`config.mk`:
```
export PLATFORM = sky130hd
export DESIGN_NAME = inst_fetch_unit
export DESIGN_NICKNAME = d
export VERILOG_FILES = /design/src/rtl/inst_fetch_unit_pkg.sv /design/src/rtl/inst_fetch_unit_fetch_queue.sv /design/src/rtl/inst_fetch_unit.sv
export SDC_FILE = /design/constraint.sdc
export NUM_CORES = 1
export LEC_CHECK = 0
export ABC_AREA = 1
export CORE_ASPECT_RATIO = 0.5
export CORE_UTILIZATION = 50
export CTS_CLUSTER_SIZE = 20
export DETAILED_ROUTE_END_ITERATION = 12
export PLACE_DENSITY = 0.83
export SYNTH_ARGS = -nofsm -noshare
export SYNTH_HDL_FRONTEND = slang
export SYNTH_SLANG_ARGS = --single-unit
```
`constraint.sdc`:
```
create_clock -name CLK -period 14 [get_ports CLK]
set_clock_uncertainty 0.1 [all_clocks]
set_input_delay 2.8 -clock CLK [delete_from_list [all_inputs] [get_ports CLK]]
set_output_delay 2.8 -clock CLK [all_outputs]
set_load 0.05 [all_outputs]
```
`src/rtl/inst_fetch_unit_pkg.sv`:
```
// Shared types and defaults for the instruction-fetch unit.
// Queue entries pair each fetched word with its byte address.
package inst_fetch_unit_pkg;

  localparam int          XLEN          = 32;
  localparam logic [31:0] RESET_PC_DEF  = 32'h0000_0000;
  localparam int          MEM_BYTES_DEF = 300;

  typedef enum logic {
    RUN   = 1'b0,
    FAULT = 1'b1
  } state_t;

  typedef struct packed {
    logic [XLEN-1:0] pc;
    logic [XLEN-1:0] word;
  } fq_entry_t;

endpackage

```
`src/rtl/inst_fetch_unit_fetch_queue.sv`:
```
// Prefetch FIFO of {pc, word} entries with flush.
// Head reads as zero whenever the queue is empty.
module fetch_queue
  import inst_fetch_unit_pkg::*;
#(
  parameter int DEPTH = 2,
  localparam int CW = $clog2(DEPTH + 1)
) (
  input  logic            clk,
  input  logic            rst,
  input  logic            push,
  input  logic            pop,
  input  logic            flush,
  input  fq_entry_t       din,
  output logic [CW-1:0]   count,
  output fq_entry_t       head
);

  localparam int AW = $clog2(DEPTH);

  fq_entry_t      mem [DEPTH];
  logic [AW-1:0]  rd_ptr;
  logic [AW-1:0]  wr_ptr;
  logic           do_pop;

  assign do_pop = pop && (count != '0);

  always_ff @(posedge clk) begin
    if (push && !flush)
      mem[wr_ptr] <= din;
  end

  always_ff @(posedge clk or posedge rst) begin
    if (rst) begin
      rd_ptr <= '0;
      wr_ptr <= '0;
      count  <= '0;
    end else if (flush) begin
      rd_ptr <= '0;
      wr_ptr <= '0;
      count  <= '0;
    end else begin
      if (push)
        wr_ptr <= wr_ptr + AW'(1);
      if (do_pop)
        rd_ptr <= rd_ptr + AW'(1);
      count <= count + CW'(push) - CW'(do_pop);
    end
  end

  assign head = (count == '0) ? '0 : mem[rd_ptr];

endmodule

```
`src/rtl/inst_fetch_unit.sv`:
```
// Instruction fetch: drives the read port, queues words for decode,
// and halts on misaligned or out-of-range fetch addresses.
module inst_fetch_unit
  import inst_fetch_unit_pkg::*;
#(
  parameter logic [31:0] RESET_PC  = RESET_PC_DEF,
  parameter int          MEM_BYTES = MEM_BYTES_DEF,
  parameter int          DEPTH     = 2
) (
  input  logic        CLK,
  input  logic        Reset,
  output logic [31:0] IAddr,
  output logic        RW,
  output logic [31:0] IDataIn,
  input  logic [31:0] IDataOut,
  input  logic        redirect_valid,
  input  logic [31:0] redirect_pc,
  output logic        inst_valid,
  input  logic        inst_ready,
  output logic [31:0] inst,
  output logic [31:0] inst_pc,
  output logic [31:0] inst_pc4,
  output logic        fault,
  output logic [31:0] fault_pc
);

  localparam int          CW      = $clog2(DEPTH + 1);
  localparam logic [31:0] LAST_PC = 32'(MEM_BYTES - 4);

  state_t          state;
  logic [31:0]     fetch_pc;
  logic [CW-1:0]   count;
  fq_entry_t       head;
  fq_entry_t       din;
  logic            pop;
  logic            push;
  logic            bad;
  logic            can_push;

  assign inst_valid = (count != '0);
  assign pop        = inst_valid & inst_ready;
  assign can_push   = (count < CW'(DEPTH)) | pop;
  assign bad        = (fetch_pc[1:0] != 2'b00) | (fetch_pc > LAST_PC);
  assign push       = !redirect_valid && (state == RUN) && !bad && can_push;
  assign din        = '{pc: fetch_pc, word: IDataOut};

  fetch_queue #(.DEPTH(DEPTH)) u_queue (
    .clk   (CLK),
    .rst   (Reset),
    .push  (push),
    .pop   (pop),
    .flush (redirect_valid),
    .din   (din),
    .count (count),
    .head  (head)
  );

  always_ff @(posedge CLK or posedge Reset) begin
    if (Reset) begin
      state    <= RUN;
      fetch_pc <= RESET_PC;
      fault_pc <= '0;
    end else if (redirect_valid) begin
      state    <= RUN;
      fetch_pc <= redirect_pc;
    end else begin
      case (state)
        RUN: begin
          if (bad) begin
            state    <= FAULT;
            fault_pc <= fetch_pc;
          end else if (push) begin
            fetch_pc <= fetch_pc + 32'd4;
          end
        end
        FAULT: ;
        default: state <= RUN;
      endcase
    end
  end

  assign IAddr    = fetch_pc;
  assign RW       = 1'b1;
  assign IDataIn  = '0;
  assign fault    = (state == FAULT);
  assign inst     = head.word;
  assign inst_pc  = head.pc;
  assign inst_pc4 = inst_valid ? head.pc + 32'd4 : '0;

endmodule

```
# ---- Word-level counts from Yosys, hierarchy flattened
# Memories as Yosys holds them, arrays and structs flattened.
# Index checks and enable logic that the tools add are counted.
dict set report classes {
  addsub 6
  n_lt_le_gt_ge 2
  eq_ne 2
  muxes 16
  n_bitwise 5
  reduce_logical 14
}
# operator n
set ops {}
lappend ops {{32-bit two-way mux} 5}
lappend ops {{32-bit by 3-bit adder with 32-bit output (second input constant)} 2}
lappend ops {{64-bit two-way mux} 1}
lappend ops {{32-bit by 9-bit greater-than comparator with 1-bit output (second input constant)} 1}
lappend ops {{1-bit two-way mux} 9}
lappend ops {{2-bit nonzero test} 4}
lappend ops {{3-bit AND reduction} 2}
lappend ops {{1-bit logical AND} 5}
lappend ops {{2-bit inequality test (second input constant)} 2}
lappend ops {{1-bit adder (second input constant)} 2}
lappend ops {{2-bit by 1-bit adder with 2-bit output} 1}
lappend ops {{1-bit logical NOT} 2}
lappend ops {{2-bit logical NOT} 1}
lappend ops {{2-bit < comparator (second input constant)} 1}
lappend ops {{2-bit two-way mux} 1}
lappend ops {{1-bit inverter} 2}
lappend ops {{1-bit bitwise OR} 2}
lappend ops {{2-bit by 1-bit subtractor with 2-bit output} 1}
lappend ops {{1-bit bitwise AND} 1}
dict set report totals {
  reg_bits 69
  ram_bits 128
  out_inout_bits 195
  word_cells 52
  mem_count 1
}
# memory words word_bits read_ports rd_ports_with_merged_regs write_ports line
set mem_list {}
lappend mem_list {u_queue.mem 2 64 1 0 1 inst_fetch_unit_fetch_queue.sv:21} ;# fq_entry_t mem [DEPTH];

# ---- Logic depth before layout (Yosys ltp)
dict set report depth {
  ltp_word 9
  ltp_mapped 16
  ltp_nobuf 14
}

# ---- Modules after synthesis
# Synthesis repeated with hierarchy kept, for this count alone.
dict set report unflattened {
  cells_unflattened 945
  hier_area_um2 9160.0
}
# module instances cells_per_inst area_per_inst_um2 seq_area_each_um2
set by_module_without_submodules {}
lappend by_module_without_submodules {fetch_queue 1 376 5001.0 3943.8}
lappend by_module_without_submodules {inst_fetch_unit 1 569 4159.0 1626.6}

# ---- Least setup slack after synthesis
# No wires, ideal clock.
dict set report synth_timing {
  path_kind {in2reg}
  startpoint {input redirect_valid}
  endpoint {memory u_queue.mem[1][0] (netlist bit), enable pin}
  setup_ps 486
  t_arrival_ps 6416
  t_required_ps 13414
  slack_ps 6998
  stages 5
  n_path_buf 2
  path_cell_list {clkbuf_1 nor2_1 nand4_2 buf_2 nor2_1}
}
dict set report synth_between {
  elab_chain_len 7
}
# item line
set synth_rtl {}
lappend synth_rtl {{from (decl)} inst_fetch_unit.sv:16} ;# input logic redirect_valid,
lappend synth_rtl {{1-bit logical NOT *} {inst_fetch_unit_fetch_queue.sv:29, inst_fetch_unit.sv:44}}
lappend synth_rtl {{1-bit logical AND (3 in series)} inst_fetch_unit.sv:44} ;# assign push = !redirect_valid && (state == RUN) && !bad && can_push;
lappend synth_rtl {{1-bit logical AND *} inst_fetch_unit_fetch_queue.sv:29} ;# if (push && !flush)
lappend synth_rtl {{1-bit two-way mux *} inst_fetch_unit_fetch_queue.sv:29}
lappend synth_rtl {{1-bit two-way mux (not written as such) *} inst_fetch_unit_fetch_queue.sv:30} ;# mem[wr_ptr] <= din;
lappend synth_rtl {{to (decl)} inst_fetch_unit_fetch_queue.sv:21}
# Mark *: on every way between the ends. The rest lies on a longest branch, timed or not.

# ---- Worst setup path after layout
dict set report layout_timing {
  startpoint {register u_queue.rd_ptr}
  endpoint {output inst_pc4[18]}
}
dict set report layout_between {
  elab_chain_len 4
}
# item line
set layout_rtl {}
lappend layout_rtl {{from (decl)} inst_fetch_unit_fetch_queue.sv:22} ;# logic [AW-1:0] rd_ptr;
lappend layout_rtl {{from (signal assigned)} inst_fetch_unit_fetch_queue.sv:46} ;# rd_ptr <= rd_ptr + AW'(1);
lappend layout_rtl {{memory read 2 x 64 bit} -}
lappend layout_rtl {{64-bit two-way mux} inst_fetch_unit_fetch_queue.sv:51} ;# assign head = (count == '0) ? '0 : mem[rd_ptr];
lappend layout_rtl {{32-bit by 3-bit adder with 32-bit output} inst_fetch_unit.sv:88} ;# assign inst_pc4 = inst_valid ? head.pc + 32'd4 : '0;
lappend layout_rtl {{32-bit two-way mux} inst_fetch_unit.sv:88}
lappend layout_rtl {{to (decl)} inst_fetch_unit.sv:22} ;# output logic [31:0] inst_pc4,
# Every way passes these cells.

==> flow_summary.toml <==
[status]
status = "complete, no violations"

[worst_setup_path]
start_kind = "flop"
cp.arrival_ns = 4.90
critPathKind = "flop to output port"
endpoint_kind = "output port"
worst_ep_required_time_ns = 11.10
critPathMaxFanout = 67

[die]
coreArea_um2 = 17700
initial_utilization_pct = 52.0
ios = 263
die_h_um = 97.9
die_area_um2 = 19000
die_w_um = 194
rows = 34

[clock_tree]
cts_buffers = 17
clock_latency_ns = 0.44
clk_path_buf_depth = 2
root_buffer = "clkbuf_16"
tritoncts = "yes"
clk_pin_slew_ns = 0.08
cts_resized = 0
cts_setup_buffers = 0
cts_sinks = 197
cts-hold-fix-buffers = 0
ctsHtreeMaxLevel = 4

[global_routing]
grt_pass1_wl_um = 38300
grt_max_degree = 70
grt_usage_pct = 26.2
grt_pass1_vias = 7155
antenna_found_initial = 0
grt-ovfl-total = 0

[layout]
drive_above_1_share_pct = 4.80
antennaDiodeCount = 0
fillers = 1339
area_growth_pct = 31.6
stdcell_area_um2 = 12100
final_nets = 1289
finalNonFillerCells = 1463

[logic_synthesis]
synth_edf_count = 128
synth-seq-cells = 197
synthDistinctLibCells = 24
async_flop_share_pct = 35.0
netlist_area_um2 = 9200
ys_warn_count = 0
synth.avg_cell_area_um2 = 9.12
synthCells = 1008
synth_seq_area_share_pct = 60.6
ys.flop_type = "edfxtp_1"

[power_and_ir_drop]
finalPower_mw = 1.76
p_per_area_nw_per_um2 = 145
peakVddDrop_v = 0.000103
p_leak_nw = 5.24

[worst_hold_path]
hp-class = "flop to flop"

[detailed_routing]
avgRoutedWirePerCell_um = 16.8
viasPerCell = 5.15
via_count = 7534
drtIter0Drc = 756
final_antenna_net_count = 0
drc_errors = 0
firstDrtPassIters = 5
finalWirelength_um = 24600

[sta]
max_freq_ghz = 0.128
worstMarginPinSlew_ns = 1.22
report.final.slew_viol_count = 0
setup_tns_ns = 0
period_minus_slack_ns = 7.80
slew-limit-headroom_pct = 18.9
post-route-period-util_pct = 55.7
rsz0062_at_grt = "false"
timing.final.ws_setup_ns = 6.20
setup_violations = 0
hold_viol = 0

[placed_design]
post-place-cells = 1431
hpwlAfterDp_um = 17200
gp_congestion = 0.904
dpl_cell_area_um2 = 11500
numPortBuffers = 229
pre_cts_slack_ns = 6.72

[job]
drv_cap = 0
==> power by group <==
group,internal [mW],leakage (nW),switching [mW],total [mW]
clock network,0.260,0.299,0.243,0.503
registers,0.647,2.00,0.0402,0.687
logic,0.165,2.94,0.403,0.568
==> path summary, 6_finish.rpt <==
kind / slack [ns] / depth (start not counted) / to / start
max in group asynchronous: 10.35 / 3 / u_queue.rd_ptr$_DFFE_PP0P_ / Reset
worst max-delay path: 6.20 / 13 / inst_pc4[18] / u_queue.rd_ptr$_DFFE_PP0P_
worst max register to register: 10.47 / 9 / u_queue.mem[0][14]$_DFFE_PP_ / IAddr[2]$_DFFE_PP0P_
worst min register to register: 0.39 / 2 / fault_pc[17]$_DFFE_PP0P_ / fault_pc[17]$_DFFE_PP0P_
worst min-delay path: 0.39 / 2 / fault_pc[17]$_DFFE_PP0P_ / fault_pc[17]$_DFFE_PP0P_
min in group asynchronous: 2.84 / 3 / fault_pc[25]$_DFFE_PP0P_ / Reset
==> routing by layer <==
metal  vias up  track usage [%]  part of all wire [%]
li1       3570                -                     -
met2       351             43.2                    48
met4         0             8.18                   1.7
met1      3582             35.8                    43
met5         -                0                     0
met3        31             4.73                   7.8
==> stage by stage <==
| step | hold slack, ns | utilization (%) |
|---|---|---|
| floorplan | 0.401 | - |
| global placement | 0.359 | 64.8 |
| detailed placement | 0.368 | 64.8 |
| CTS | 0.389 | 68.4 |
| global route | 0.405 | 68.4 |
| finish | 0.387 | 68.4 |
==> layout make-up <==
type | instances | area [um2] | share of cell area [%]
clock buffers | 17 | 425 | 3.52
clock inverters | 15 | 196 | 1.62
well taps | 234 | 293 | 2.42
flip-flops and latches | 197 | 5570 | 46.1
inverters | 92 | 345 | 2.85
multi-input cells | 673 | 2930 | 24.2
repair buffers | 235 | 2340 | 19.3
==> logic make-up (layout without fill, tap and decap cells) <==
group                    count (synthesis)  after routing  synth area share (%)
AND/OR/NAND/NOR                        548            548                  24.1
flip-flops                             197            197                  60.6
buffers and inverters                  169            359                  9.09
AO/OA/AOI/OAI                           69             69                  3.76
XOR/XNOR                                18             18                  1.71
adder cells (fa/ha/maj)                  5              5                 0.680
other                                    2             33                0.0817
==> flip-flops by register name, summed over array words and instances (netlist names) <==
| register | cells |
|---|---|
| fault_pc | 32 |
| u_queue.mem | 128 |
| IAddr | 32 |
| u_queue.count | 2 |
| u_queue.rd_ptr | 1 |
| u_queue.wr_ptr | 1 |
| fault | 1 |
==> cells in the final DEF (no fill, tap or decap), drive strengths merged <==
| cell type | instances |
|---|---|
| buf | 6 |
| xnor2 | 1 |
| clkbuf | 17 |
| clkinvlp | 1 |
| dfrtp | 69 |
| clkinv | 5 |
| clkdlybuf4s50 | 229 |
| nand3 | 84 |
| edfxtp | 128 |
| inv | 100 |
| conb | 33 |
| ha | 5 |
| o21ai | 30 |
| a21oi | 39 |
| nand4 | 3 |
| xor2 | 17 |
| nor2 | 95 |
| nor3 | 2 |
| nand2 | 364 |
| bufinv | 1 |
==> critical path, cell delays in order (launching register included) <==
cell	delay, ns
dfrtp_2	0.85
inv_2	1.03
nand2_1	0.10
nand2_1	0.13
nand2_1	0.13
inv_1	0.18
ha_1	0.27
inv_1	0.12
nor2_1	0.16
nand2_1	0.16
nor2_2	0.22
nand3_1	0.11
xor2_1	0.15
clkdlybuf4s50_1	0.82
==> synthesized netlist by cell type (2+ instances only) <==
library cell	instances	share of area (%)
buf_2	14	0.76
inv_2	2	0.082
nor2_2	8	0.54
nor3_1	2	0.11
inv_1	90	3.7
o21ai_0	30	1.6
buf_6	5	0.61
nand4_1	2	0.14
buf_1	7	0.29
a21oi_1	39	2.1
ha_1	5	0.68
nand3_1	84	4.6
conb_1	2	0.082
edfxtp_1	128	42
xor2_1	17	1.6
buf_4	39	3.2
nor2_1	86	3.5
clkbuf_1	12	0.49
nand2_1	360	15
dfrtp_1	69	19
nand2_2	4	0.27
(Power assumes the default switching activity.)
